<file path="config.mk">
export PLATFORM = sky130hd
export DESIGN_NAME = free_list_ckpt_flat
export DESIGN_NICKNAME = d
export VERILOG_FILES = /design/src/rtl/free_list_ckpt_if.sv /design/src/rtl/free_list_ckpt.sv /design/src/flat_wrapper.sv
export SDC_FILE = /design/constraint.sdc
export NUM_CORES = 1
export LEC_CHECK = 0
export CORE_MARGIN = 2
export CORE_UTILIZATION = 40
export DETAILED_ROUTE_END_ITERATION = 16
export PLACE_DENSITY = 0.67
export REMOVE_ABC_BUFFERS = 1
export SLEW_MARGIN = 20
export SYNTH_ARGS = -nofsm -noshare
export SYNTH_HDL_FRONTEND = slang
export SYNTH_SLANG_ARGS = --single-unit
</file>
<file path="constraint.sdc">
create_clock -name Clk -period 12.8 [get_ports Clk]
set_clock_uncertainty 0.2 [all_clocks]
set_input_delay 1.28 -clock Clk [delete_from_list [all_inputs] [get_ports Clk]]
set_output_delay 1.28 -clock Clk [all_outputs]
set_load 0.01 [all_outputs]
</file>
<file path="src/rtl/free_list_ckpt_if.sv">
// Request/grant bundle for the checkpointed physical-name free list.
// The master drives the requests and the slave (the free list) returns the grants and status.
interface free_list_ckpt_if #(
    parameter int pBitVecW = 16,
    parameter int pAlcIO   = 4,
    parameter int pDeAlcIO = 8,
    parameter int pCkpt    = 4
);
    localparam int NW = $clog2(pBitVecW);
    localparam int CW = (pCkpt > 1) ? $clog2(pCkpt) : 1;
    localparam int FW = $clog2(pBitVecW + 1);

    logic [pAlcIO-1:0]            AllocReq;
    logic [pAlcIO-1:0]            AllocVld;
    logic [pAlcIO-1:0][NW-1:0]    AllocPhy;
    logic [pDeAlcIO-1:0]          DeAllocReq;
    logic [pDeAlcIO-1:0][NW-1:0]  DeAllocPhy;
    logic                         CkptReq;
    logic                         CkptVld;
    logic [CW-1:0]                CkptId;
    logic                         CkptFull;
    logic [pCkpt-1:0]             CkptFreeMask;
    logic                         RestoreReq;
    logic [CW-1:0]                RestoreId;
    logic [FW-1:0]                FreeCnt;
    logic                         FreeListEmpty;

    modport master (
        output AllocReq, DeAllocReq, DeAllocPhy, CkptReq, CkptFreeMask, RestoreReq, RestoreId,
        input  AllocVld, AllocPhy, CkptVld, CkptId, CkptFull, FreeCnt, FreeListEmpty
    );

    modport slave (
        input  AllocReq, DeAllocReq, DeAllocPhy, CkptReq, CkptFreeMask, RestoreReq, RestoreId,
        output AllocVld, AllocPhy, CkptVld, CkptId, CkptFull, FreeCnt, FreeListEmpty
    );
endinterface

</file>
<file path="src/rtl/free_list_ckpt.sv">
// Physical-name free list with same-cycle multi-port allocation, multi-port frees,
// and checkpoint snapshots of the busy vector that can be restored on a rollback.
module free_list_ckpt #(
    parameter int pBitVecW = 16,
    parameter int pAlcIO   = 4,
    parameter int pDeAlcIO = 8,
    parameter int pCkpt    = 4,
    parameter int pHwPhy0  = 1,
    parameter int pEnFwd   = 1
) (
    input logic             Clk,
    input logic             Clr,
    free_list_ckpt_if.slave bus
);
    localparam int NW = $clog2(pBitVecW);
    localparam int CW = (pCkpt > 1) ? $clog2(pCkpt) : 1;
    localparam int FW = $clog2(pBitVecW + 1);
    localparam logic [pBitVecW-1:0] BV_RST = (pHwPhy0 != 0) ? pBitVecW'(1) : '0;
    localparam logic [FW-1:0]       CNT_RST = FW'(pBitVecW - ((pHwPhy0 != 0) ? 1 : 0));

    logic [pBitVecW-1:0] bv_q, bv_d;
    logic [pBitVecW-1:0] sv_q [pCkpt];
    logic [pBitVecW-1:0] sv_d [pCkpt];
    logic [pCkpt-1:0]    cv_q, cv_d;
    logic [FW-1:0]       free_cnt_q, free_cnt_d;
    logic                empty_q, empty_d;
    logic                full_q, full_d;

    logic [pBitVecW-1:0]         dealloc_set;
    logic [pBitVecW-1:0]         avail;
    logic [pBitVecW-1:0]         remain;
    logic [pBitVecW-1:0]         grant_set;
    logic                        pick_found;
    logic [pAlcIO-1:0]           alloc_vld;
    logic [pAlcIO-1:0][NW-1:0]   alloc_phy;
    logic                        ckpt_vld;
    logic [CW-1:0]               ckpt_id;

    // One decoder per name: the name is freed if any free port names it.
    genvar gi;
    generate
        for (gi = 0; gi < pBitVecW; gi++) begin : g_dec
            logic hit;
            always_comb begin
                hit = 1'b0;
                for (int z = 0; z < pDeAlcIO; z++) begin
                    if (bus.DeAllocReq[z] && (bus.DeAllocPhy[z] == NW'(gi)))
                        hit = 1'b1;
                end
            end
            assign dealloc_set[gi] = (pHwPhy0 != 0 && gi == 0) ? 1'b0 : hit;
        end
    endgenerate

    // Requesting ports take the lowest remaining allocatable names in port order.
    always_comb begin
        avail = ~bv_q;
        if (pEnFwd != 0)
            avail = avail | dealloc_set;
        if (pHwPhy0 != 0)
            avail[0] = 1'b0;
        remain     = avail;
        grant_set  = '0;
        alloc_vld  = '0;
        alloc_phy  = '0;
        pick_found = 1'b0;
        for (int p = 0; p < pAlcIO; p++) begin
            if (bus.AllocReq[p] && !bus.RestoreReq && !Clr) begin
                pick_found = 1'b0;
                for (int n = 0; n < pBitVecW; n++) begin
                    if (!pick_found && remain[n]) begin
                        pick_found   = 1'b1;
                        remain[n]    = 1'b0;
                        grant_set[n] = 1'b1;
                        alloc_vld[p] = 1'b1;
                        alloc_phy[p] = NW'(n);
                    end
                end
            end
        end
    end

    // Descending scan leaves the lowest invalid slot selected.
    always_comb begin
        ckpt_vld = 1'b0;
        ckpt_id  = '0;
        if (bus.CkptReq && !bus.RestoreReq && !Clr) begin
            for (int s = pCkpt - 1; s >= 0; s--) begin
                if (!cv_q[s]) begin
                    ckpt_vld = 1'b1;
                    ckpt_id  = CW'(s);
                end
            end
        end
    end

    always_comb begin
        bv_d = (bv_q & ~dealloc_set) | grant_set;
        if (bus.RestoreReq)
            bv_d = sv_q[bus.RestoreId] & ~dealloc_set;
        if (pHwPhy0 != 0)
            bv_d[0] = 1'b1;

        cv_d = cv_q;
        if (bus.RestoreReq)
            cv_d[bus.RestoreId] = 1'b0;
        if (ckpt_vld)
            cv_d[ckpt_id] = 1'b1;
        // Only slots valid before this cycle can be released; a fresh write survives.
        cv_d = cv_d & ~(bus.CkptFreeMask & cv_q);

        // Name 0 is pinned busy when reserved, so a plain zero count suffices.
        free_cnt_d = '0;
        for (int n = 0; n < pBitVecW; n++) begin
            if (!bv_d[n])
                free_cnt_d = free_cnt_d + FW'(1);
        end
        empty_d = (free_cnt_d == '0);
        full_d  = &cv_d;

        for (int s = 0; s < pCkpt; s++) begin
            sv_d[s] = sv_q[s];
            if (ckpt_vld && ckpt_id == CW'(s))
                sv_d[s] = bv_d;
            else if (cv_q[s])
                sv_d[s] = sv_q[s] & ~dealloc_set;
            if (pHwPhy0 != 0)
                sv_d[s][0] = 1'b1;
        end
    end

    always_ff @(posedge Clk) begin
        if (Clr) begin
            bv_q       <= BV_RST;
            cv_q       <= '0;
            free_cnt_q <= CNT_RST;
            empty_q    <= 1'b0;
            full_q     <= 1'b0;
            for (int s = 0; s < pCkpt; s++)
                sv_q[s] <= BV_RST;
        end else begin
            bv_q       <= bv_d;
            cv_q       <= cv_d;
            free_cnt_q <= free_cnt_d;
            empty_q    <= empty_d;
            full_q     <= full_d;
            for (int s = 0; s < pCkpt; s++)
                sv_q[s] <= sv_d[s];
        end
    end

    assign bus.AllocVld      = alloc_vld;
    assign bus.AllocPhy      = alloc_phy;
    assign bus.CkptVld       = ckpt_vld;
    assign bus.CkptId        = ckpt_id;
    assign bus.CkptFull      = full_q;
    assign bus.FreeCnt       = free_cnt_q;
    assign bus.FreeListEmpty = empty_q;
endmodule

</file>
<file path="src/flat_wrapper.sv">
// flat-port wrapper written by rule: the top's interface ports become plain ports
module free_list_ckpt_flat 
#(
    parameter int pBitVecW = 16,
    parameter int pAlcIO   = 4,
    parameter int pDeAlcIO = 8,
    parameter int pCkpt    = 4,
    parameter int pHwPhy0  = 1,
    parameter int pEnFwd   = 1
)
  (Clk, Clr, bus_AllocReq, bus_DeAllocReq, bus_DeAllocPhy, bus_CkptReq, bus_CkptFreeMask, bus_RestoreReq, bus_RestoreId, bus_AllocVld, bus_AllocPhy, bus_CkptVld, bus_CkptId, bus_CkptFull, bus_FreeCnt, bus_FreeListEmpty);
  free_list_ckpt_if #(.pBitVecW(pBitVecW), .pAlcIO(pAlcIO), .pDeAlcIO(pDeAlcIO), .pCkpt(pCkpt)) bus_i ();
  input logic Clk;
  input logic Clr;
  input wire logic [$bits(bus_i.AllocReq)-1:0] bus_AllocReq;
  input wire logic [$bits(bus_i.DeAllocReq)-1:0] bus_DeAllocReq;
  input wire logic [$bits(bus_i.DeAllocPhy)-1:0] bus_DeAllocPhy;
  input wire logic [$bits(bus_i.CkptReq)-1:0] bus_CkptReq;
  input wire logic [$bits(bus_i.CkptFreeMask)-1:0] bus_CkptFreeMask;
  input wire logic [$bits(bus_i.RestoreReq)-1:0] bus_RestoreReq;
  input wire logic [$bits(bus_i.RestoreId)-1:0] bus_RestoreId;
  output wire logic [$bits(bus_i.AllocVld)-1:0] bus_AllocVld;
  output wire logic [$bits(bus_i.AllocPhy)-1:0] bus_AllocPhy;
  output wire logic [$bits(bus_i.CkptVld)-1:0] bus_CkptVld;
  output wire logic [$bits(bus_i.CkptId)-1:0] bus_CkptId;
  output wire logic [$bits(bus_i.CkptFull)-1:0] bus_CkptFull;
  output wire logic [$bits(bus_i.FreeCnt)-1:0] bus_FreeCnt;
  output wire logic [$bits(bus_i.FreeListEmpty)-1:0] bus_FreeListEmpty;
  assign bus_i.AllocReq = bus_AllocReq;
  assign bus_i.DeAllocReq = bus_DeAllocReq;
  assign bus_i.DeAllocPhy = bus_DeAllocPhy;
  assign bus_i.CkptReq = bus_CkptReq;
  assign bus_i.CkptFreeMask = bus_CkptFreeMask;
  assign bus_i.RestoreReq = bus_RestoreReq;
  assign bus_i.RestoreId = bus_RestoreId;
  assign bus_AllocVld = bus_i.AllocVld;
  assign bus_AllocPhy = bus_i.AllocPhy;
  assign bus_CkptVld = bus_i.CkptVld;
  assign bus_CkptId = bus_i.CkptId;
  assign bus_CkptFull = bus_i.CkptFull;
  assign bus_FreeCnt = bus_i.FreeCnt;
  assign bus_FreeListEmpty = bus_i.FreeListEmpty;
  free_list_ckpt #(.pBitVecW(pBitVecW), .pAlcIO(pAlcIO), .pDeAlcIO(pDeAlcIO), .pCkpt(pCkpt), .pHwPhy0(pHwPhy0), .pEnFwd(pEnFwd)) u_core (.Clk(Clk), .Clr(Clr), .bus(bus_i));
endmodule
</file>
; ---- After elaboration in Yosys (flattened, before gate mapping)
; Memory sizes are Yosys's and may differ from the RTL's.
; Cells that the tools add are included.
[classes]
n_addsub = 14
magnitude_cmp = 4
eq_ne = 123
mux = 528
bitwise_logic = 20
n_reduce_logical = 261
[ops]
columns = operator, count
row1 = 1-bit two-way mux, 425
row2 = 4-bit == test (second input constant), 64
row3 = 16-bit two-way mux, 16
row4 = 1-bit logical AND, 196
row5 = 4-bit two-way mux, 38
row6 = 4-bit by 3-bit == test with 1-bit output (second input constant), 32
row7 = 16-bit AND, 6
row8 = 5-bit two-way mux, 14
row9 = 5-bit by 1-bit adder with 5-bit output (second input constant), 13
row10 = 4-bit by 2-bit == test with 1-bit output (second input constant), 16
row11 = 1-bit zero test, 62
row12 = 15-bit two-way mux, 4
row13 = 3-bit two-way mux, 16
row14 = 4-bit by 1-bit == test with 1-bit output (second input constant), 8
row15 = 16-bit NOT, 2
row16 = 16-bit OR, 2
row17 = 2-bit two-way mux, 13
row18 = 4-bit AND, 3
row19 = 4-bit NOT, 2
row20 = 2-bit by 3-bit < comparator with 1-bit output (second input constant), 2
row21 = 5-bit zero test, 1
row22 = 1-bit demux with 2-bit select, 2
row23 = 2-bit == test (second input constant), 2
row24 = 2-bit by 1-bit >= comparator with 1-bit output (second input constant), 2
row25 = 6 further kinds, 9
[word_totals]
reg_bits = 27
ramBits = 60
out_inout_bits = 30
elab_cells = 957
memories = 1
[mem_list]
columns = memory, words, word_bits, read_ports, rd_ports_with_merged_regs, wr, line_no
row1 = u_core.sv_q, 4, 15, 5, 0, 4, free_list_ckpt.sv:22  ; logic [pBitVecW-1:0] sv_q [pCkpt];

; ---- Logic depth before layout (Yosys ltp)
; Gate-level depths: netlist of the first run.
[logic_depth]
word_depth = 288
mapped_depth = 49
mapped_depth_nobuf = 47

; ---- Least setup slack after synthesis of the first run
; OpenSTA, ideal clock, no wires.
[synth_path]
path_type = input to register
startpoint = input port bus_DeAllocPhy[19]
endpoint = register u_core.empty_q, in the netlist u_core.bus.FreeListEmpty
arrival_time_ns = 10.904
path_slack_ns = 1.580
path_stages = 49
n_path_buf = 2
cell_sequence = or3b_1 o22ai_1 nor4_4 buf_4 and2_1 clkbuf_1 maj3_1 o21a_1 o211ai_1 a21oi_1 a31oi_1 ha_1 xor2_2 inv_1 ha_1 mux2_2 ha_1 mux2_2 [13 not listed] nand2b_1 o21ai_1 ha_1 mux2_2 ha_1 mux2_2 ha_1 mux2_2 ha_1 mux2_2 ha_1 nand2_1 nor2_1 nand3_1 mux2i_1 xnor2_1 xnor2_1 and3_1
[synth_between]
elab_chain_len = 79
word_cells_on_any_way = 466
cone_classes = add/sub: 14 / eq/ne: 15 / mux: 300 / bitwise: 5 / reduce/logical: 132
[synth_lines]
columns = item, line_no
row1 = from (decl), flat_wrapper.sv:17  ; input wire logic [$bits(bus_i.DeAllocPhy)-1:0] bus_DeAllocPhy;
row2 = 4-bit by 1-bit == test with 1-bit output, free_list_ckpt.sv:47  ; if (bus.DeAllocReq[z] && (bus.DeAllocPhy[z] == NW'(gi)))
row3 = 1-bit logical AND, free_list_ckpt.sv:47
row4 = 1-bit two-way mux (4 in series), free_list_ckpt.sv:47
row5 = 16-bit OR, free_list_ckpt.sv:59  ; avail = avail | dealloc_set;
row6 = 1-bit logical AND, free_list_ckpt.sv:71  ; if (!pick_found && remain[n]) begin
row7 = 1-bit two-way mux, free_list_ckpt.sv:71
row8 = 1-bit two-way mux or 16-bit two-way mux (tied branches), free_list_ckpt.sv:68  ; if (bus.AllocReq[p] && !bus.RestoreReq && !Clr) begin
row9 = 1-bit zero test or 1-bit logical AND (tied branches), free_list_ckpt.sv:71
row10 = [60 not listed], -
row11 = 16-bit two-way mux or 1-bit zero test (tied branches), "free_list_ckpt.sv:68, free_list_ckpt.sv:71"
row12 = 1-bit logical AND, free_list_ckpt.sv:71
row13 = 1-bit two-way mux, free_list_ckpt.sv:71
row14 = 16-bit two-way mux, free_list_ckpt.sv:68
row15 = 16-bit OR, free_list_ckpt.sv:98  ; bv_d = (bv_q & ~dealloc_set) | grant_set;
row16 = 16-bit two-way mux (*), free_list_ckpt.sv:99  ; if (bus.RestoreReq)
row17 = 5-bit two-way mux (*), free_list_ckpt.sv:115  ; if (!bv_d[n])
row18 = 5-bit zero test (*), free_list_ckpt.sv:118  ; empty_d = (free_cnt_d == '0);
row19 = to (signal assigned), free_list_ckpt.sv:145  ; empty_q <= empty_d;
row20 = to (decl), free_list_ckpt.sv:26  ; logic empty_q, empty_d;
; Every way passes the cells marked *; elsewhere a longest branch is shown, timed or not. The select of a mux whose other input is x is not followed.
; A chain may end at the register's enable or synchronous reset.

; ---- Worst setup path after layout of the first run
[layout_path]
startpoint = input port bus_DeAllocPhy[28]
endpoint = register u_core.empty_q, in the netlist u_core.bus.FreeListEmpty
[layout_between]
elab_chain_len = 76
word_cells_on_any_way = 421
cone_classes = add/sub: 14 / eq/ne: 15 / mux: 255 / bitwise: 5 / reduce/logical: 132
[layout_lines]
columns = item, line_no
row1 = 4-bit by 1-bit == test with 1-bit output, free_list_ckpt.sv:47
row2 = 1-bit logical AND, free_list_ckpt.sv:47
row3 = 1-bit two-way mux, free_list_ckpt.sv:47
row4 = 16-bit OR, free_list_ckpt.sv:59
row5 = 1-bit logical AND, free_list_ckpt.sv:71
row6 = 1-bit two-way mux, free_list_ckpt.sv:71
row7 = 16-bit two-way mux or 1-bit two-way mux (tied branches), free_list_ckpt.sv:68
row8 = 1-bit logical AND or 1-bit zero test (tied branches), free_list_ckpt.sv:71
row9 = [60 not listed], -
row10 = 16-bit two-way mux or 1-bit zero test (tied branches), "free_list_ckpt.sv:68, free_list_ckpt.sv:71"
row11 = 1-bit logical AND, free_list_ckpt.sv:71
row12 = 1-bit two-way mux, free_list_ckpt.sv:71
row13 = 16-bit two-way mux, free_list_ckpt.sv:68
row14 = 16-bit OR, free_list_ckpt.sv:98
row15 = 16-bit two-way mux (*), free_list_ckpt.sv:99
row16 = 5-bit two-way mux (*), free_list_ckpt.sv:115
row17 = 5-bit zero test (*), free_list_ckpt.sv:118
; Marked as above.

==> results of run 1 <==
-- synthesized netlist by cell type (7+ instances only) --
| cell type | instances |
|---|---|
| nor2_1 | 138 |
| nand2_1 | 110 |
| dfxtp_1 | 86 |
| a21oi_1 | 77 |
| clkbuf_1 | 55 |
| o22ai_1 | 51 |
| a21o_1 | 50 |
| o21ai_0 | 47 |
| nand3_1 | 40 |
| a22oi_1 | 39 |
| nor3_1 | 39 |
| xnor2_1 | 25 |
| and2_1 | 23 |
| nand2b_1 | 23 |
| o211ai_1 | 22 |
| inv_1 | 19 |
| nand3b_1 | 19 |
| a31oi_1 | 17 |
| mux4_2 | 15 |
| ha_1 | 14 |
| nand4_1 | 14 |
| and3_1 | 12 |
| o21ai_1 | 12 |
| a211oi_1 | 10 |
| o21a_1 | 10 |
| nor4_1 | 9 |
| xor2_1 | 9 |
| buf_2 | 8 |
| or3b_1 | 8 |
| mux2_2 | 7 |
| nor2b_1 | 7 |
| or3_1 | 7 |
-- state kept, by name, indices dropped and copies added, names as in the netlist --
register                  cells
u_core.cv_q                   4
u_core.bus.CkptFull           1
u_core.sv_q                  60
u_core.bus.FreeCnt            5
u_core.bus.FreeListEmpty      1
u_core.bv_q                  15
-- layer usage --
metal	vias up	share of wire (%)
met5	-	0
met3	95	11
met4	0	3.6
li1	4611	-
met1	4693	43
met2	573	43
-- final timing paths --
kind                                    from  cells after the start                             endpoint  slack, ps
min          u_core.sv_q[2][14]$_SDFFE_PP0P_                      2      u_core.sv_q[2][14]$_SDFFE_PP0P_        280
max                       bus_DeAllocPhy[28]                     47  u_core.bus.FreeListEmpty$_SDFF_PP0_        850
min reg2reg  u_core.sv_q[2][14]$_SDFFE_PP0P_                      2      u_core.sv_q[2][14]$_SDFFE_PP0P_        280
max reg2reg        u_core.bv_q[1]$_SDFF_PP0_                     43  u_core.bus.FreeListEmpty$_SDFF_PP0_       2800
-- cells by family (layout without fill, tap and decap cells) --
family / Yosys count / in the layout / synth area share, %
AO/OA/AOI/OAI: 420 / 420 / 33.2
other: 0 / 1 / 0
AND/OR/NAND/NOR: 494 / 494 / 29.5
XOR/XNOR: 46 / 46 / 6.26
adder cells (fa/ha/maj): 17 / 17 / 2.32
buffers and inverters: 88 / 149 / 3.98
multiplexers: 27 / 27 / 5.28
flip-flops: 86 / 86 / 19.5
-- final cells by class --
cell class	count	share of cell area, %
Multi-Input combinational cell	1004	66.0
Sequential cell	86	16.8
Timing Repair Buffer	112	10.2
Tap cell	280	3.41
Clock buffer	11	2.36
Inverter	21	0.767
Clock inverter	5	0.572
Antenna cell	1	0.0244
-- per-stage QoR --
step	total power (W)	cells	utilization, %	hold WS, ps	area [sq um]
floorplan	0.00133	1111	-	251	8560
global placement	0.00156	1503	45.8	264	9960
detailed placement	0.00157	1503	45.8	275	9960
CTS	0.00185	1519	47.2	292	10300
global route	0.00202	1519	47.2	318	10300
finish	0.00185	1520	47.2	284	10300
-- critical path: cells and delay by family --
kind / cells / cell delay (ps)
compound gates: 10 / 2080
mux: 7 / 1780
simple gates: 11 / 1490
fa+ha+maj: 14 / 4100
buf+inv: 2 / 710
xor+xnor: 3 / 570
-- power breakdown --
group / internal [W] / switching (W)
Combinational: 0.000574 / 0.000721
Clock: 0.000157 / 0.000109
Sequential: 0.000281 / 0.00000435
==> results_dict.tcl, run 1 <==
set metrics [dict create \
    port_buffers 83 \
    placementRows 54 \
    finalCriticalPeriod_ps 11950 \
    post-route-period-util_pct 93.3 \
    slew_headroom_pct 24.8 \
    status "complete, no violations" \
    arrival_ps 12030 \
    met3_usage_pct 5.66 \
    final_cell_mix "nor2_1 (138), nand2_1 (110), dfxtp_1 (86), clkdlybuf4s50_1 (82), a21oi_1 (75)" \
    power_density_nw_per_um2 180 \
    antenna_found_initial 1 \
    fmax_mhz 83.7 \
    post-cts-setup-buffers 0 \
    ys_ff_latch 86 \
    vias_per_cell 6.56 \
    slew_violations 0 \
    postSynthAreaPerCell_sq_um 7.50 \
    initial_utilization_pct 40.6 \
    pre_cts_slack_ps 596 \
    hold_buffers 0 \
    syn_area_sq_um 8830 \
    worst_pin_slew_ps 1120 \
    synth_area_leader_cell "dfxtp_1" \
    cts_root_buf "clkbuf_16" \
    route.detailed.drc 0 \
    synth_top_area_share_pct 19.5 \
    busiest_layer "met2" \
    core_area_sq_um 21800 \
    path_max_fanout 6 \
    hpwl_um 25000 \
    drive_above_1_share_pct 9.93 \
    fill_cells 2208 \
    start_kind "input pin" \
    multi_input_comb_area_sq_um 6780 \
    cp_common_cell "ha_1" \
    overflow 0 \
    wl_per_cell_um 22.0 \
    layout_commonest_cell "nor2_1" \
    insertion_delay_ps 340 \
    dieArea_sq_um 23300 \
    timing.final.ws_setup_ps 851 \
    ant_nets 0 \
    cts_tree "built" \
    firstDrtPassIters 6 \
    synth-main-ff-cell "dfxtp_1" \
    ctsHtreeMaxLevel 3 \
    final_nets 1302 \
    cpMaxStageDelayCell "clkdlybuf4s50_1" \
    postRouteWirelength_um 33500 \
    maxCapViolCount 0 \
    grt_max_degree 80 \
    gp_congestion 1.00 \
    critPathRequiredTime_ps 12880 \
    synth_edf_count 0 \
    ir_drop_v 0.000337 \
    final_hold_viol_count 0 \
    async_flop_share_pct 0 \
    grt_use_met2_pct 42.1 \
    fp.dieH_um 153 \
    cpPeakStageDelay_ps 610 \
    clock_path_buffers 2 \
    ioPinCount 84 \
    yosys-top-cells-area "dfxtp_1 (19%), nor2_1 (5.9%), nand2_1 (4.7%)" \
    die_x_um 153 \
    grt_usage_pct 27.6 \
    cts_resized 0 \
    setup_tns_ps 0 \
    cts.sinks 86 \
    cts_buffers 9 \
    use_met1_pct 39.0 \
    min_path_type "reg -> reg" \
    ys_warn_count 0 \
    grt_pass1_wl_um 51700 \
    area_growth_pct 16.3 \
    p_leak_nw 3.48 \
    synth_cells 1178 \
    critPathCaptureType "flip-flop" \
    yosysSeqAreaShare_pct 19.5 \
    rsz0062_at_grt "no" \
    grt_pass1_vias 9141 \
    seq_area_sq_um 1720 \
    setup-violations-final 0 \
    clk_pin_slew_ps 70 \
    num_vias 9972 \
    worst-setup-path-type "in -> reg" \
    drt_iter0_drc 1280 \
    synth_cell_type_count 103 \
]
No activity file was read; power rests on OpenSTA's default activity.
==> inputs of run 2 (changes only) <==
Settings changed: SETUP_SLACK_MARGIN set to 0.05.
==> results of run 2 <==
Same layout as run 1: the final DEF is identical, and so are final timing and power.
==> inputs of run 3 (changes only) <==
Settings changed: TNS_END_PERCENT set to 10.
==> results of run 3 <==
Same layout as run 1: the final DEF is identical, and so are final timing and power.
